### src/rtl/harris_pkg.sv
// Shared types and width helpers for the Harris line scheduler.
package harris_pkg;

  localparam int PIX_W = 8;

  typedef enum logic [2:0] {
    IDLE,
    PREFILL,
    WAIT,
    SEND,
    DONE
  } state_t;

  // Bits needed to hold any value in 0..max_val.
  function automatic int cnt_w(input int max_val);
    return (max_val < 1) ? 1 : $clog2(max_val + 1);
  endfunction

endpackage

### src/rtl/harris_line_emitter.sv
// Emits one line at a time: passes upstream pixels through a one-cycle register,
// or generates zero pixels on pad lines, and flags the last pixel of each line.
module harris_line_emitter
  import harris_pkg::*;
#(
  parameter int IMG_W = 480
) (
  input  logic             i_clk,
  input  logic             i_rst_n,
  input  logic             i_active,
  input  logic             i_pad,
  input  logic [PIX_W-1:0] i_s_data,
  input  logic             i_s_valid,
  output logic             o_s_ready,
  output logic [PIX_W-1:0] o_pixel_data,
  output logic             o_pixel_data_valid,
  output logic             o_line_done
);

  localparam int COL_W = cnt_w(IMG_W - 1);

  logic [COL_W-1:0] r_col;
  logic [PIX_W-1:0] r_data;
  logic             r_valid;
  logic             w_beat;
  logic             w_last;

  // Pad lines never stall: a zero pixel goes out every active cycle.
  assign o_s_ready   = i_active & ~i_pad;
  assign w_beat      = i_active & (i_pad | i_s_valid);
  assign w_last      = (r_col == COL_W'(IMG_W - 1));
  assign o_line_done = w_beat & w_last;

  always_ff @(posedge i_clk or negedge i_rst_n) begin
    if (!i_rst_n) begin
      r_col   <= '0;
      r_data  <= '0;
      r_valid <= 1'b0;
    end else begin
      if (w_beat) begin
        r_col <= w_last ? '0 : r_col + COL_W'(1);
      end
      r_valid <= w_beat;
      r_data  <= (w_beat & ~i_pad) ? i_s_data : '0;
    end
  end

  assign o_pixel_data       = r_data;
  assign o_pixel_data_valid = r_valid;

endmodule

### src/rtl/harris_line_scheduler.sv
// Line scheduler feeding the 7-line window generator: prefill, one line per credit,
// zero pad lines, frame completion. Define HARRIS_SCHED_WATCHDOG_EN for the WAIT watchdog.
module harris_line_scheduler
  import harris_pkg::*;
#(
  parameter int IMG_W     = 480,
  parameter int IMG_H     = 480,
  parameter int LB_COUNT  = 7,
  parameter int WIN_H     = 6,
  parameter int PAD_LINES = 5,
  parameter int TO_CYCLES = 65535
) (
  input  logic                                 i_clk,
  input  logic                                 i_rst_n,
  input  logic                                 i_start,
  input  logic [PIX_W-1:0]                     i_s_data,
  input  logic                                 i_s_valid,
  output logic                                 o_s_ready,
  output logic [PIX_W-1:0]                     o_pixel_data,
  output logic                                 o_pixel_data_valid,
  input  logic                                 i_intr,
  output logic                                 o_busy,
  output logic                                 o_frame_done,
  output logic [cnt_w(IMG_H+PAD_LINES)-1:0]    o_line_cnt,
  output logic                                 o_err
);

  localparam int TOTAL     = IMG_H + PAD_LINES;
  localparam int EXP_INTR  = TOTAL - WIN_H + 1;
  localparam int PREFILL_N = (LB_COUNT < TOTAL) ? LB_COUNT : TOTAL;
  localparam int LINE_W    = cnt_w(TOTAL);
  localparam int INTR_W    = cnt_w(EXP_INTR + 1);

  state_t              r_state;
  state_t              w_state_next;
  logic [LINE_W-1:0]   r_line_cnt;
  logic [2:0]          r_credit;
  logic [INTR_W-1:0]   r_intr_cnt;
  logic                r_err;

  logic w_active;
  logic w_pad;
  logic w_line_done;
  logic w_intr;
  logic w_lines_left;
  logic w_consume;
  logic w_intr_done;
  logic w_sat;
  logic w_over;
  logic w_wd_hit;

  assign w_active     = (r_state == PREFILL) | (r_state == SEND);
  assign w_pad        = (r_line_cnt >= LINE_W'(IMG_H));
  assign w_intr       = i_intr & (r_state != IDLE);
  assign w_lines_left = (r_line_cnt < LINE_W'(TOTAL));
  assign w_consume    = (r_state == WAIT) & (r_credit != 3'd0) & w_lines_left;
  // Look at the post-increment count so DONE follows the final interrupt directly.
  assign w_intr_done  = (r_intr_cnt >= INTR_W'(EXP_INTR)) |
                        (w_intr & (r_intr_cnt == INTR_W'(EXP_INTR - 1)));
  assign w_sat        = w_intr & ~w_consume & w_lines_left & (r_credit == 3'd7);
  assign w_over       = w_intr & (r_intr_cnt >= INTR_W'(EXP_INTR));

  harris_line_emitter #(
    .IMG_W (IMG_W)
  ) u_emitter (
    .i_clk              (i_clk),
    .i_rst_n            (i_rst_n),
    .i_active           (w_active),
    .i_pad              (w_pad),
    .i_s_data           (i_s_data),
    .i_s_valid          (i_s_valid),
    .o_s_ready          (o_s_ready),
    .o_pixel_data       (o_pixel_data),
    .o_pixel_data_valid (o_pixel_data_valid),
    .o_line_done        (w_line_done)
  );

`ifdef HARRIS_SCHED_WATCHDOG_EN
  localparam int WD_W = cnt_w(TO_CYCLES);

  logic [WD_W-1:0] r_wd;

  assign w_wd_hit = (r_state == WAIT) & ~w_intr & (r_wd == WD_W'(TO_CYCLES - 1));

  always_ff @(posedge i_clk or negedge i_rst_n) begin
    if (!i_rst_n) begin
      r_wd <= '0;
    end else if ((r_state != WAIT) || w_intr) begin
      r_wd <= '0;
    end else if (!w_wd_hit) begin
      r_wd <= r_wd + WD_W'(1);
    end
  end
`else
  assign w_wd_hit = 1'b0;
`endif

  always_ff @(posedge i_clk or negedge i_rst_n) begin
    if (!i_rst_n) begin
      r_state <= IDLE;
    end else begin
      r_state <= w_state_next;
    end
  end

  always_comb begin
    w_state_next = r_state;
    case (r_state)
      IDLE:    if (i_start) w_state_next = PREFILL;
      PREFILL: if (w_line_done && (r_line_cnt == LINE_W'(PREFILL_N - 1))) w_state_next = WAIT;
      WAIT: begin
        if (w_consume)        w_state_next = SEND;
        else if (w_intr_done) w_state_next = DONE;
        else if (w_wd_hit)    w_state_next = DONE;
      end
      SEND:    if (w_line_done) w_state_next = WAIT;
      DONE:    w_state_next = IDLE;
      default: w_state_next = IDLE;
    endcase
  end

  always_ff @(posedge i_clk or negedge i_rst_n) begin
    if (!i_rst_n) begin
      r_line_cnt <= '0;
      r_credit   <= '0;
      r_intr_cnt <= '0;
      r_err      <= 1'b0;
    end else if (r_state == IDLE) begin
      if (i_start) begin
        r_line_cnt <= '0;
        r_credit   <= '0;
        r_intr_cnt <= '0;
        r_err      <= 1'b0;
      end
    end else begin
      if (w_line_done) begin
        r_line_cnt <= r_line_cnt + LINE_W'(1);
      end
      // Once every line is out, leftover credits have nothing to buy.
      if (!w_lines_left) begin
        r_credit <= '0;
      end else if (w_intr && !w_consume && (r_credit != 3'd7)) begin
        r_credit <= r_credit + 3'd1;
      end else if (!w_intr && w_consume) begin
        r_credit <= r_credit - 3'd1;
      end
      if (w_intr && !w_over) begin
        r_intr_cnt <= r_intr_cnt + INTR_W'(1);
      end
      r_err <= r_err | i_start | w_sat | w_over | w_wd_hit;
    end
  end

  assign o_busy       = (r_state != IDLE);
  assign o_frame_done = (r_state == DONE);
  assign o_line_cnt   = r_line_cnt;
  assign o_err        = r_err;

endmodule
### config.mk
export PLATFORM = sky130hd
export DESIGN_NAME = harris_line_scheduler
export DESIGN_NICKNAME = d
export VERILOG_FILES = /design/src/rtl/harris_pkg.sv /design/src/rtl/harris_line_emitter.sv /design/src/rtl/harris_line_scheduler.sv
export SDC_FILE = /design/constraint.sdc
export NUM_CORES = 1
export LEC_CHECK = 0
export ABC_AREA = 1
export BUFFER_PORTS_ARGS = -buffer_cell sky130_fd_sc_hd__buf_2
export CAP_MARGIN = 20
export CELL_PAD_IN_SITES_DETAIL_PLACEMENT = 2
export CELL_PAD_IN_SITES_GLOBAL_PLACEMENT = 2
export CORE_MARGIN = 2
export CORE_UTILIZATION = 30
export DETAILED_ROUTE_END_ITERATION = 8
export PLACE_DENSITY_LB_ADDON = 0.1
export SKIP_LAST_GASP = 1
export SLEW_MARGIN = 0
export SYNTH_ARGS = -nofsm -noshare
export SYNTH_HDL_FRONTEND = slang
export SYNTH_HIERARCHICAL = 1
export SYNTH_SLANG_ARGS = --single-unit
export TNS_END_PERCENT = 20
### constraint.sdc
create_clock -name i_clk -period 2.25 [get_ports i_clk]
set_clock_uncertainty 0.15 [all_clocks]
set_input_delay 0.1125 -clock i_clk [delete_from_list [all_inputs] [get_ports i_clk]]
set_output_delay 0.1125 -clock i_clk [all_outputs]
set_load 0.05 [all_outputs]
# Word-level counts from Yosys, hierarchy flattened

Index checks and enable logic that the tools add are counted.

Flip-flop bits (word level): 43
Output and inout port bits: 22
Logic and storage cells: 87

$add $sub $neg: 5
$lt $le $gt $ge: 3
Eq/ne operators: 14
Muxes and demuxes: 20
Bitwise operators: 20
Reductions and logical operators: 17

Operators by type and width:

| kind                                                                  | number |
|---|---|
| 9-bit two-way mux                                                     | 6 |
| 3-bit two-way mux                                                     | 10 |
| 9-bit by 1-bit adder with 9-bit output, second input constant         | 3 |
| 9-bit equality test, second input constant                            | 2 |
| 9-bit >= comparator, second input constant                            | 2 |
| 1-bit AND                                                             | 12 |
| 3-bit case mux with 4 select lines                                    | 1 |
| 9-bit by 3-bit equality test with 1-bit output, second input constant | 1 |
| 9-bit less-than comparator, second input constant                     | 1 |
| 8-bit two-way mux                                                     | 1 |
| 3-bit by 2-bit equality test with 1-bit output, second input constant | 2 |
| 3-bit equality test, second input constant                            | 2 |
| 3-bit != test, second input constant                                  | 2 |
| 1-bit OR                                                              | 6 |
| 2-bit AND reduction                                                   | 3 |
| 3-bit nonzero test                                                    | 2 |
| 1-bit logical AND                                                     | 5 |
| 2-bit != test, second input constant                                  | 2 |
| 4-bit by 1-bit != test with 1-bit output, second input constant       | 1 |
| 4-bit AND reduction                                                   | 1 |
| 2-bit nonzero test                                                    | 2 |
| 3-bit by 1-bit adder with 3-bit output, second input constant         | 1 |
| 3-bit by 1-bit equality test with 1-bit output, second input constant | 1 |
| 1-bit zero test                                                       | 3 |
| other kinds (5)                                                       | 7 |

# Depth between registers and ports, before layout

Gate-level depths: netlist of the first run.

Depth in word-level cells: 10
Gate-level depth with buffers: 14
Mapped depth without buffers: 14

# Hierarchy

Netlist of the first run, hierarchy kept.

Modules (own cells, without submodules):

| module                | instances | cells each | area an instance (sq um) |
|---|---|---|---|
| harris_line_scheduler | 1         | 210        | 1557.7 |
| harris_line_emitter   | 1         | 100        | 832.0 |

# Worst setup path after synthesis of the first run

No wires, ideal clock.

Kind: reg-to-reg
From: register r_line_cnt[1] (netlist: o_line_cnt[1])
To: register r_credit[2]
Setup time: 0.116 ns
Data arrival time: 2.071 ns
Data required time: 1.984 ns
Setup slack: -0.087 ns
Cell stages (with the launch flop): 14
Path buffers: 0
Period minus slack after synthesis: 2.337 ns
Cell sequence: dfrtp_1 -> o21ai_0 -> nand2_1 -> nand2_1 -> nand2_1 -> nand3_1 -> inv_1 -> fa_1 -> xor2_1 -> nand4_1 -> nand2_1 -> inv_1 -> nand2_1 -> nand2_1

Longest elaborated chain between the ends: 8
Elaborated cells between the ends (all ways): 11
Those cells by class: order compare (1); eq/ne (1); mux (3); bitwise (1); reduce/logical (5)

Ends and longest elaborated chain:

| what                           | line                         | RTL |
|---|---|---|
| start, declared                | harris_line_scheduler.sv:36  | `logic [LINE_W-1:0] r_line_cnt;` |
| start signal, assigned         | harris_line_scheduler.sv:137 | `r_line_cnt <= r_line_cnt + LINE_W'(1);` |
| 9-bit less-than comparator (*) | harris_line_scheduler.sv:55  | `assign w_lines_left = (r_line_cnt < LINE_W'(TOTAL));` |
| 1-bit AND                      | harris_line_scheduler.sv:56  | `assign w_consume = (r_state == WAIT) & (r_credit != 3'd0) & w_lines_left;` |
| 1-bit zero test                | harris_line_scheduler.sv:142 | `end else if (w_intr && !w_consume && (r_credit != 3'd7)) begin` |
| 1-bit logical AND (2 in a row) | harris_line_scheduler.sv:142 |  |
| 3-bit two-way mux              | harris_line_scheduler.sv:142 |  |
| 3-bit two-way mux              | harris_line_scheduler.sv:140 | `if (!w_lines_left) begin` |
| 3-bit two-way mux              | harris_line_scheduler.sv:128 | `end else if (r_state == IDLE) begin` |
| end signal, assigned           | harris_line_scheduler.sv:143 | `r_credit <= r_credit + 3'd1;` |
| end signal, assigned           | harris_line_scheduler.sv:145 | `r_credit <= r_credit - 3'd1;` |
| end, declared                  | harris_line_scheduler.sv:37  | `logic [2:0] r_credit;` |

Every way passes the cells marked *; elsewhere a longest branch is shown, timed or not.
A chain may end at the register's enable or synchronous reset.

# Worst setup path after layout of the first run

From: register r_state[2]
To: register r_credit[2]

Longest elaborated chain between the ends: 9
Elaborated cells between the ends (all ways): 17
Those cells by class: eq/ne (3); mux (3); bitwise (3); reduce/logical (8)

Ends and longest elaborated chain:

| what                                           | line                         | RTL |
|---|---|---|
| start, declared                                | harris_line_scheduler.sv:34  | `state_t r_state;` |
| start signal, assigned                         | harris_line_scheduler.sv:102 | `r_state <= w_state_next;` |
| 3-bit by 2-bit equality test with 1-bit output | harris_line_scheduler.sv:56  |  |
| 1-bit AND (2 in a row)                         | harris_line_scheduler.sv:56  |  |
| 1-bit zero test                                | harris_line_scheduler.sv:142 |  |
| 1-bit logical AND (2 in a row)                 | harris_line_scheduler.sv:142 |  |
| 3-bit two-way mux                              | harris_line_scheduler.sv:142 |  |
| 3-bit two-way mux                              | harris_line_scheduler.sv:140 |  |
| 3-bit two-way mux                              | harris_line_scheduler.sv:128 |  |

Several ways; a longest one is shown, not always the timed one.

==> results of run 1 <==
==> per-stage QoR <==
| stage | hold WS (ps) | setup WS, ps |
|---|---|---|
| floorplan | -333 | -10.3 |
| global placement | -49.6 | 123 |
| detailed placement | -50.5 | -11.3 |
| CTS | 41.2 | 31.2 |
| global route | 65.4 | -43.2 |
| finish | 39.9 | 158 |
==> layer usage <==
layer / share of wire (%) / up-vias / global-route usage [%] / routed length [um]
met5: 0 / - / 0 / 0
met1: 45 / 1084 / 23.0 / 3220
met2: 50 / 26 / 31.1 / 3550
met4: 1.6 / 0 / 5.27 / 115
met3: 2.8 / 10 / 3.87 / 196
li1: - / 1098 / - / -
==> Yosys cell counts (3+ instances only) <==
| master | number |
|---|---|
| nand2_1 | 75 |
| inv_1 | 54 |
| dfrtp_1 | 43 |
| nor2_1 | 36 |
| nand3_1 | 23 |
| o21ai_0 | 12 |
| nor3_1 | 11 |
| a21oi_1 | 9 |
| ha_1 | 6 |
| nor2_2 | 6 |
| nand4_1 | 4 |
| nor2_4 | 3 |
| xor2_1 | 3 |
==> flip-flops by register name, summed over array words and instances (netlist names) <==
signal	cells
o_line_cnt	9
r_intr_cnt	9
u_emitter/r_col	9
u_emitter/o_pixel_data	8
r_credit	3
r_state	3
o_err	1
u_emitter/o_pixel_data_valid	1
==> cells by family (layout without fill, tap and decap cells) <==
family                   count (synthesis)  after routing  share of synthesized area (%)
buffers and inverters                   56            126                           8.80
XOR/XNOR                                 4              4                           1.47
flip-flops                              43             43                           45.0
AO/OA/AOI/OAI                           28             28                           6.54
adder cells (fa/ha/maj)                  7              7                           3.98
AND/OR/NAND/NOR                        171            171                           33.8
multiplexers                             1              1                          0.419
==> cell type report <==
type                    instances  area share, %
clock buffers                   7           2.82
clock inverters                 1          0.163
inverters                      56           6.87
multi-input cells             211           37.3
flip-flops and latches         43           35.6
well taps                     102           4.17
repair buffers                 62           13.2
==> power breakdown <==
| part | internal, uW | leakage, uW | switching [uW] |
|---|---|---|---|
| combinational | 503 | 0.00106 | 1030 |
| clock | 249 | 0.0000482 | 291 |
| sequential | 954 | 0.000538 | 176 |
| total | 1710 | 0.00165 | 1500 |
==> final timing paths <==
| path | start | end | slack, ps | depth (start not counted) |
|---|---|---|---|---|
| min | i_start | o_err | 40 | 4 |
| max in group asynchronous | i_rst_n | o_line_cnt[5] | 1470 | 3 |
| min reg2reg | r_intr_cnt[4] | r_intr_cnt[4] | 350 | 1 |
| min in group asynchronous | i_rst_n | r_credit[2] | 150 | 3 |
| max | r_state[2] | r_credit[2] | 160 | 13 |
| max reg2reg | r_state[2] | r_credit[2] | 160 | 13 |
==> timing repair <==
action / in CTS / in global routing
pin swaps: 0 / 2
endpoints found under the setup margin: 1 / 6
hold buffers: 9 / 0
endpoints found under the hold margin: 51 / 0
resized for setup: 1 / 12
setup buffers: 0 / 3
==> worst reg2reg max path, delay by kind of cell (launching register included) <==
kind / cells / cell delay (ps)
AND/OR/NAND/NOR: 8 / 670
flip-flops: 1 / 470
adder cells (fa/ha/maj): 1 / 350
buffers and inverters: 3 / 190
XOR/XNOR: 1 / 160
==> results.txt, run 1 <==
The area used by sequential logic in the layout is 0.00109 sq mm. The total of flip-flops plus latches after synthesis is 43. Setup repair after global routing could not meet its margin everywhere. The ratio of final minimum period to clock period came out at 93.0%. Leaving out fill and tap cells, the most frequent cell in the layout is nand2_1. For this run, the number of Yosys warnings is 6. The final standard cell count with taps included and fillers excluded is around 480. The post-synthesis instance area is 0.00239 sq mm. The slowest stage of the critical path belongs to the cell dfrtp_2.

Cells fill about 40% of the core in the end. The sum of internal, switching and leakage power is between 3000 and 4000 uW. The run finished with clean final reports.

TritonCTS built the clock tree. The aggregate global-route resource usage came out at about 18%. The first-pass iteration count of the detailed router came out at 4. The area of combinational cells with multiple inputs is 0.00114 sq mm. For the pin with the worst max-slew slack, the measured transition is 364 ps. The via count of the first global-routing pass is between 2000 and 3000. In the post-synthesis netlist, the biggest area contributors are dfrtp_1 (45%), nand2_1 (12%), inv_1 (8.5%), nor2_1 (5.7%), nand3_1 (4.8%). The peak per-stage delay on the critical path is ~470 ps.

The total CTS buffers came out at 5. The share of async-settable or async-resettable flops after synthesis came out at 100%. Data on the critical path is required at its endpoint by 2300 ps. The CTS sink count came out at 43. The detailed router placed 2218 vias in this run. The final count of hold timing violations came out at 0. The tree is rooted in a clkbuf_8.

STA classifies the critical path endpoint as a flop. Global routing finished with a remaining overflow of 0. Input and output buffers added on the ports amount to 34. The clock reaches the later pin of the worst-skew pair after 300 ps.

The final critical delay including setup and external delays came out at 2090 ps. The routability congestion estimate from global placement is 0.801. The path class of the tightest hold or removal check is primary input to flop.

From bottom edge to top edge, the die measures 93.3 um. The detailed router finished its first iteration with 49 violations. The count of buffering cells on the critical path with inverters included is 3. The number of DRC violations after detailed routing is 0. Summing all placed instances gives a cell area of 0.00282 sq mm. The maximum resistive drop on vdd is between 0.3 and 0.4 mV. In this run the tightest slew margin relative to its limit is between 70 and 80%. Counting distinct cell types in the post-synthesis netlist gives 31. Broken down by cell family, the worst path's largest delay share belongs to simple AND/OR/NAND/NOR gates. The post-synthesis sequential area ratio came out at between 40% and 50%.

The synthesized instance count came out at 310. In this run the static leakage power is roughly 0.0016 uW. The count of nets left with antenna violations after detail routing is 0.

The net count of the mapped netlist came out at 330. The most frequently used flop master after synthesis is dfrtp_1. The clock transition at the register clock pins on the worst setup and hold paths after CTS is ~90 ps. Traced cell by cell, the critical path runs through nor2_4, nand2_4, nand2_2, inv_1, nand3_1, inv_1, fa_2, xor2_2, nand4_1, nand2_1, inv_1, nand2_1, nand2_1. For this block, the routed nets add up to between 7000 and 8000 um of wire. The cell area after layout is 0.00306 sq mm. The kind of launch point of the worst setup path is a flop. The share of the synthesized area in the top cell type is 45.0%. The starting density of the core is 30.9%.

The synthesized design contains 0 enable-type register cells. Adding up every negative setup slack in the final design gives 0 ps. The startpoint-to-endpoint class of the critical path is flop to flop. dfrtp_1 takes more of the synthesized area than any other cell. Leaving out fill and tap cells, the most frequent cells in the layout are nand2_1 (74), inv_1 (53), nor2_1 (34), buf_2 (34), dfrtp_1 (33).

Of the cells placed in the final design, the portion with a size suffix greater than 1 is 26.3%. The maximum net fanout on the critical path came out at 5. From left edge to right edge, the die measures between 90 and 100 um. The maximum operating frequency came out at 478 MHz. The mean number of vias per cell is 4.60. The number of antenna violations at the first check in global routing came out at 0. The per-cell routed wire length came out at 14.7 um. The maximum root-to-sink buffer count came out at 2. The first global-routing pass estimated 12500 um of wire. The layout filler cell count is 916.

The floorplan step defined a die boundary enclosing about 0.0087 sq mm. The final setup violation count is 0. The average cell area after synthesis came out at between 7 and 8 sq um. The arrival time of data at the critical path endpoint is 2140 ps. The number of ports placed on the die boundary came out at 35.

The half-perimeter wire length after detailed placement is 5360 um. The max capacitance violation total came out at 0. The pin count of the biggest net entering global routing came out at 27. The final number of max-transition violations is 0. After the last flow step, the layout net total stands at 399. The areal power density over the cells is 1050 mW/mm^2. The number of H-tree branching levels is 2. The number of placed instances, taps included, is ~460. The area of the core came out at between 0.007 and 0.008 sq mm. The area added between synthesis and finish came out at 28.1%. The repair_antennas step left the layout with diodes totalling 0.

The row count came out at 32.
(Power assumes the default switching activity.)
==> inputs of run 2 (changes only) <==
--- a/config.mk
+++ b/config.mk
@@ -10,10 +10,10 @@
 export CAP_MARGIN = 20
 export CELL_PAD_IN_SITES_DETAIL_PLACEMENT = 2
 export CELL_PAD_IN_SITES_GLOBAL_PLACEMENT = 2
-export CORE_MARGIN = 2
 export CORE_UTILIZATION = 30
 export DETAILED_ROUTE_END_ITERATION = 8
 export PLACE_DENSITY_LB_ADDON = 0.1
+export SETUP_SLACK_MARGIN = 0.2
 export SKIP_LAST_GASP = 1
 export SLEW_MARGIN = 0
 export SYNTH_ARGS = -nofsm -noshare
==> results.txt, run 2 (synthesized netlist as in run 1, its figures left out) <==
The flow ran to the end, and the final reports show no timing, DRC or antenna violations. The half-perimeter wire length after detailed placement came out at 5260 um (-1.9%). The count of nets left with antenna violations after detail routing is 0 (unchanged). The aggregate global-route resource usage came out at 18.7% (+0.54 points).

The maximum resistive drop on vdd came out at 0.334 mV (+7.2%). Traced cell by cell, the critical path runs through nor2_4, nand2_4, nand2_4, inv_2, nand3_4, inv_2, fa_2, xor2_2, nand4_1, nand2_1, inv_1, nand2_1, nand2_1. The kind of launch point of the worst setup path is a flop.

The slowest stage of the critical path is the dfrtp_2 cell. TritonCTS built the clock tree. Leaving out fill and tap cells, the most frequent cell in the layout is nand2_1. The largest delay contributor family on the critical path is simple AND/OR/NAND/NOR gates. The ratio of cells with drive above 1 in the final layout is 30.0% (+3.7 points). In this run the clock root is driven by a clkbuf_8. The number of DRC markers in iteration 0 came out at 50 (+2.0%).

The maximum root-to-sink buffer count came out at 2 (unchanged). The number of H-tree branching levels is 2 (unchanged). The per-cell routed wire length came out at 14.3 um (-2.6%). The maximum net fanout on the critical path is 5 (unchanged). The overall die height was 91.3 um (-2.1%).

The count of input and output buffers is 34 (unchanged). The final setup violation count came out at 0 (unchanged). The CTS sink count is 43 (unchanged). The starting density of the core came out at 30.9% (unchanged). The final standard cell count with taps included and fillers excluded came out at 485 (+0.62%). The clock latency at the later pin of the worst-skew pair is 300 ps (about the same).

The floorplan die width is 91.3 um (-2.1%). The internal reg-to-reg setup slack came out at 200 ps (+40 ps). The ratio of final minimum period to clock period came to 91.1% (-1.9 points). Setup repair after global routing could not meet its margin everywhere. The routability congestion estimate from global placement is 0.730 (-8.8%).

The peak per-stage delay on the critical path came out at 450 ps (-20 ps). The floorplan die area came out at 0.00833 sq mm (-4.2%). The startpoint-to-endpoint class of the critical path is flop to flop. The final number of max-transition violations was 0 (unchanged). The max capacitance violation total is 0 (unchanged).

The via count came out at 2218 (unchanged). The arrival time of data at the critical path endpoint was 2090 ps (-50 ps). The final sum of negative setup slack came out at 0 ps (unchanged).

The total routed wirelength is 6940 um (-2.0%). The measured slew at the worst slew-check pin came to 415 ps (+50.8 ps). The maximum operating frequency came to 488 MHz (+2.1%). The area of the core came out at 0.00773 sq mm (unchanged). The headroom to the max-slew limit is 72.4% (-3.2 points). The count of buffering cells on the critical path with inverters included is 3 (unchanged). The total global routing overflow is 0 (unchanged). The required time of the worst setup path is 2290 ps (about the same). The most numerous cell type found on the critical path is nand2_1. The areal power density over the cells was 1040 mW/mm^2 (-0.65%). The first-pass GRT wire length is 12200 um (-2.0%).

The cell count after placement is 455 (-1.5%). The pin count of the biggest net entering global routing came to 17 (-37%). The via count of the first global-routing pass is 2536 (-1.3%). The first-pass iteration count of the detailed router came out at 3 (-1). The top cell types in the final layout, fill and taps aside, are nand2_1 (69), inv_1 (50), buf_2 (34). The number of DRC violations after detailed routing is 0 (unchanged). The final critical delay including setup and external delays came out at 2050 ps (-42.4 ps).

The fraction of the core area covered by cells at the end of the flow came out at 40.6% (+0.97 points). The total CTS buffers was 5 (unchanged). The mean number of vias per cell is 4.57 (-0.62%).

The number of antenna violations at the first check in global routing came out at 0 (unchanged). The area added between synthesis and finish came out at 31.3%. The final count of hold timing violations came to 0 (unchanged). The worst hold margin came to 17.0 ps (-22.9 ps). STA classifies the critical path endpoint as a flop.

The path class of the tightest hold or removal check is primary input to flop. The row count is 32 (unchanged). The clock transition at the register clock pins on the worst setup and hold paths after CTS is 80 ps (about the same). The number of ports placed on the die boundary is 35 (unchanged). The cell leakage power came out at 0.00167 uW (+1.6%). The final antenna diode count came out at 0 (unchanged). The count of nets after finishing is 403 (+1.0%).
-- run 2: cell types whose count changed in the layout (fill, tap and decap cells not counted), sizes merged --
| cell | change |
|---|---|
| buf | +4 |
| clkinv | -1 |
-- run 2: worst paths after layout --
path,from,endpoint,cells after the start
min in group asynchronous,i_rst_n,r_intr_cnt[0],2
min,i_start,o_err,4
min reg2reg,o_err,o_err,2
max reg2reg,r_state[1],r_credit[2],13
max,r_state[1],r_credit[2],13
max in group asynchronous,i_rst_n,o_line_cnt[8],3
-- run 2: what timing repair did --
action / CTS / global route
pin swaps: 3 / 7
endpoints found under the setup margin: 1 / 9
hold buffers: 9 / 0
setup buffers: 8 / 6
gates resized for setup: 9 / 10
hold endpoints to repair: 22 / 0
gates cloned: 0 / 0
-- run 2: stage by stage --
step | instance area (sq um) | worst slack, ps | total power, uW
2_1_floorplan | 2430 | 158 | 2160
3_3_place_gp | 2790 | 151 | 2580
3_5_place_dp | 2790 | 52.7 | 2650
4_1_cts | 3050 | 182 | 3240
5_1_grt | 3140 | 39.1 | 3560
6_report | 3140 | 201 | 3260
-- run 2: layout make-up --
class / count / area [sq um]
clock buffer: 7 / 76.3
fill: 906 / 4590
inverter: 56 / 210
multi-input combinational: 211 / 1200
sequential: 43 / 1090
tap: 102 / 128
timing repair buffer: 66 / 433
-- run 2: routing by layer --
layer	part of all wire, %	GRT usage, %
met2	53	34.9
met4	1.0	4.89
met1	43	21.5
met5	0	0
met3	3.0	3.85
-- run 2: worst min-delay path, stage by stage --
cell and delay [ps]:
buf_2 70, inv_1 110, nand2_1 90, nand2_1 50
-- run 2: power breakdown --
group | switching (uW) | internal, uW
logic | 1080 | 574
registers | 169 | 954
clock network | 267 | 215
==> inputs of run 3 (changes only) <==
--- a/config.mk
+++ b/config.mk
@@ -8,7 +8,7 @@
 export ABC_AREA = 1
 export BUFFER_PORTS_ARGS = -buffer_cell sky130_fd_sc_hd__buf_2
 export CAP_MARGIN = 20
-export CELL_PAD_IN_SITES_DETAIL_PLACEMENT = 2
+export CELL_PAD_IN_SITES_DETAIL_PLACEMENT = 1
 export CELL_PAD_IN_SITES_GLOBAL_PLACEMENT = 2
 export CORE_UTILIZATION = 30
 export DETAILED_ROUTE_END_ITERATION = 8
==> results.txt, run 3 (synthesized netlist as in run 1, its figures left out) <==
The area of the core came out at 0.00773 sq mm (unchanged). The layout filler cell count is 947 (+4.5%). The cell leakage power was 0.00175 uW (+4.8%). The library cell used most frequently in the layout, excluding fill and tap cells, is nand2_1.

The final number of max-transition violations came to 0 (unchanged). The via count of the first global-routing pass came out at 2450 (-3.4%). The ratio of final minimum period to clock period came out at 90.0% (-1.1 points). The maximum net fanout on the critical path is 5 (unchanged). The timing startpoint of the critical path is r_state[2]. The ratio of cells with drive above 1 in the final layout is 32.9% (+2.9 points). The post-placement cell area is 0.00279 sq mm (unchanged). The count of nets left with antenna violations after detail routing is 0 (unchanged).

The row count is 32 (unchanged). The maximum operating frequency came to 494 MHz (+1.2%). The mean number of vias per cell is 4.47 (-2.3%). The clock latency at the later pin of the worst-skew pair came to 290 ps (about the same). The required time of the worst setup path is 2290 ps (about the same). The overall die height was 91.3 um (unchanged). The count of input and output buffers is 34 (unchanged). The flow ran to the end, and the final reports show no timing, DRC or antenna violations. The per-cell routed wire length is 13.0 um (-9.1%). The aggregate global-route resource usage is 16.9% (-1.7 points). The worst register-to-register path begins at r_state[2].

The number of antenna violations at the first check in global routing came out at 0 (unchanged). The met1 track demand over resource came out at 20.3% (-1.2 points). The areal power density over the cells came out at 1000 mW/mm^2 (-3.4%).

The total global routing overflow is 0 (unchanged). The first-pass GRT wire length came to 11300 um (-7.7%). The CTS sink count came to 43 (unchanged). The headroom to the max-slew limit is 72.9% (+0.51 points). The total routed wirelength came out at 6500 um (-6.3%). The starting density of the core is 30.9% (unchanged). The root cell of the clock tree is clkbuf_8. The met3 capacity usage during global routing is 3.18% (-0.67 points). The clock transition at the register clock pins on the worst setup and hold paths after CTS came out at 80 ps (about the same). The cell depth of the worst flop-to-flop path came out at 13 (unchanged). The maximum resistive drop on vdd came to 0.331 mV (-0.78%). Setup repair after global routing could not meet its margin everywhere.

The pre-CTS setup slack is 69.1 ps (+16.4 ps). The startpoint identified for the worst hold timing path is i_start. The total CTS buffers is 5 (unchanged).

The worst setup path is of the flop to flop kind. The final count of hold timing violations was 0 (unchanged). The final sum of negative setup slack was 0 ps (unchanged). The number of DRC markers in iteration 0 came to 51 (+2.0%). STA classifies the critical path endpoint as a flop.

The number of ports placed on the die boundary came to 35 (unchanged). The count of nets after finishing is 418 (+3.7%). The worst hold-check path type is primary input to flop. The floorplan die width came out at 91.3 um (unchanged). The via count is 2234 (+0.72%).

The final antenna diode count was 0 (unchanged). The smallest setup slack after layout came to 226 ps (+25.3 ps). The floorplan die area came out at 0.00833 sq mm (unchanged). The area added between synthesis and finish came out at 36.5%. The number of DRC violations after detailed routing was 0 (unchanged).

The top cell types in the final layout, fill and taps aside, are nand2_1 (69), inv_1 (49), buf_4 (38). The max capacitance violation total came to 0 (unchanged). The arrival time of data at the critical path endpoint is 2060 ps (-30 ps). met2 is the most crowded layer. The maximum root-to-sink buffer count came out at 2 (unchanged). The measured slew at the worst slew-check pin is 407 ps (-7.58 ps). The pin count of the biggest net entering global routing is 17 (unchanged). The routability congestion estimate from global placement is 0.730 (unchanged). The cell area after layout was 0.00326 sq mm (+4.0%). The global-route track usage on met2 came to 30.9% (-4.0 points). The final critical delay including setup and external delays came out at 2020 ps (-25.3 ps). TritonCTS built the clock tree. The final setup violation count came out at 0 (unchanged). The number of H-tree branching levels is 2 (unchanged). The number of cells traversed by the worst hold path is 4 (unchanged). The first-pass iteration count of the detailed router was 4 (+1). The half-perimeter wire length after detailed placement came out at 4710 um (-11%). The worst setup path is launched from a flop.
-- run 3: path summary, 6_finish.rpt --
kind | end | slack, ps
setup / recovery | r_credit[2] | 230
hold / removal | o_err | 30
setup reg to reg | r_credit[2] | 230
hold reg to reg | o_err | 340
max in group asynchronous | o_line_cnt[7] | 1220
min in group asynchronous | r_intr_cnt[0] | 140
-- run 3: final cells by class --
type	count	area, sq um	share of cell area, %
Clock buffer	7	76.3	2.34
Multi-Input combinational cell	211	1210	37.2
Timing Repair Buffer	81	546	16.7
Inverter	56	213	6.52
Tap cell	102	128	3.91
Sequential cell	43	1090	33.4
-- run 3: worst max-delay path: stages (launching register included) --
cell     delay (ps)
dfrtp_1         430
nor2_2          180
nand2_4          70
nand2_4          90
inv_4            60
nand3_4          90
inv_2            50
fa_2            350
xor2_2          160
nand4_1         100
nand2_1          70
inv_1            30
nand2_1          40
nand2_1          40
-- run 3: layer usage --
layer	vias up	wire, um
li1	1137	-
met1	1060	2960
met2	32	3280
met3	5	184
met4	0	72
met5	-	0
-- run 3: timing repair --
action | in CTS | in global routing
endpoints found under the setup margin | 1 | 10
setup buffers | 16 | 13
endpoints found under the hold margin | 35 | 0
pin swaps | 7 | 6
gates resized for setup | 13 | 9
hold buffers | 9 | 0
-- run 3: through the flow --
step	hold slack (ps)	std cells	power, uW	util, %
6_report	28.9	500	3280	42.2
5_1_grt	69.8	500	3570	42.2
4_1_cts	30.2	487	3240	40.5
3_5_place_dp	-79.0	455	2620	36.2
3_3_place_gp	-75.9	455	2580	36.2
2_1_floorplan	-333	310	2160	-
-- run 3: power breakdown --
| part | switching (uW) | leakage [uW] | internal (uW) |
|---|---|---|---|
| clock | 250 | 0.0000383 | 214 |
| sequential | 171 | 0.000538 | 953 |
| combinational | 1090 | 0.00118 | 596 |
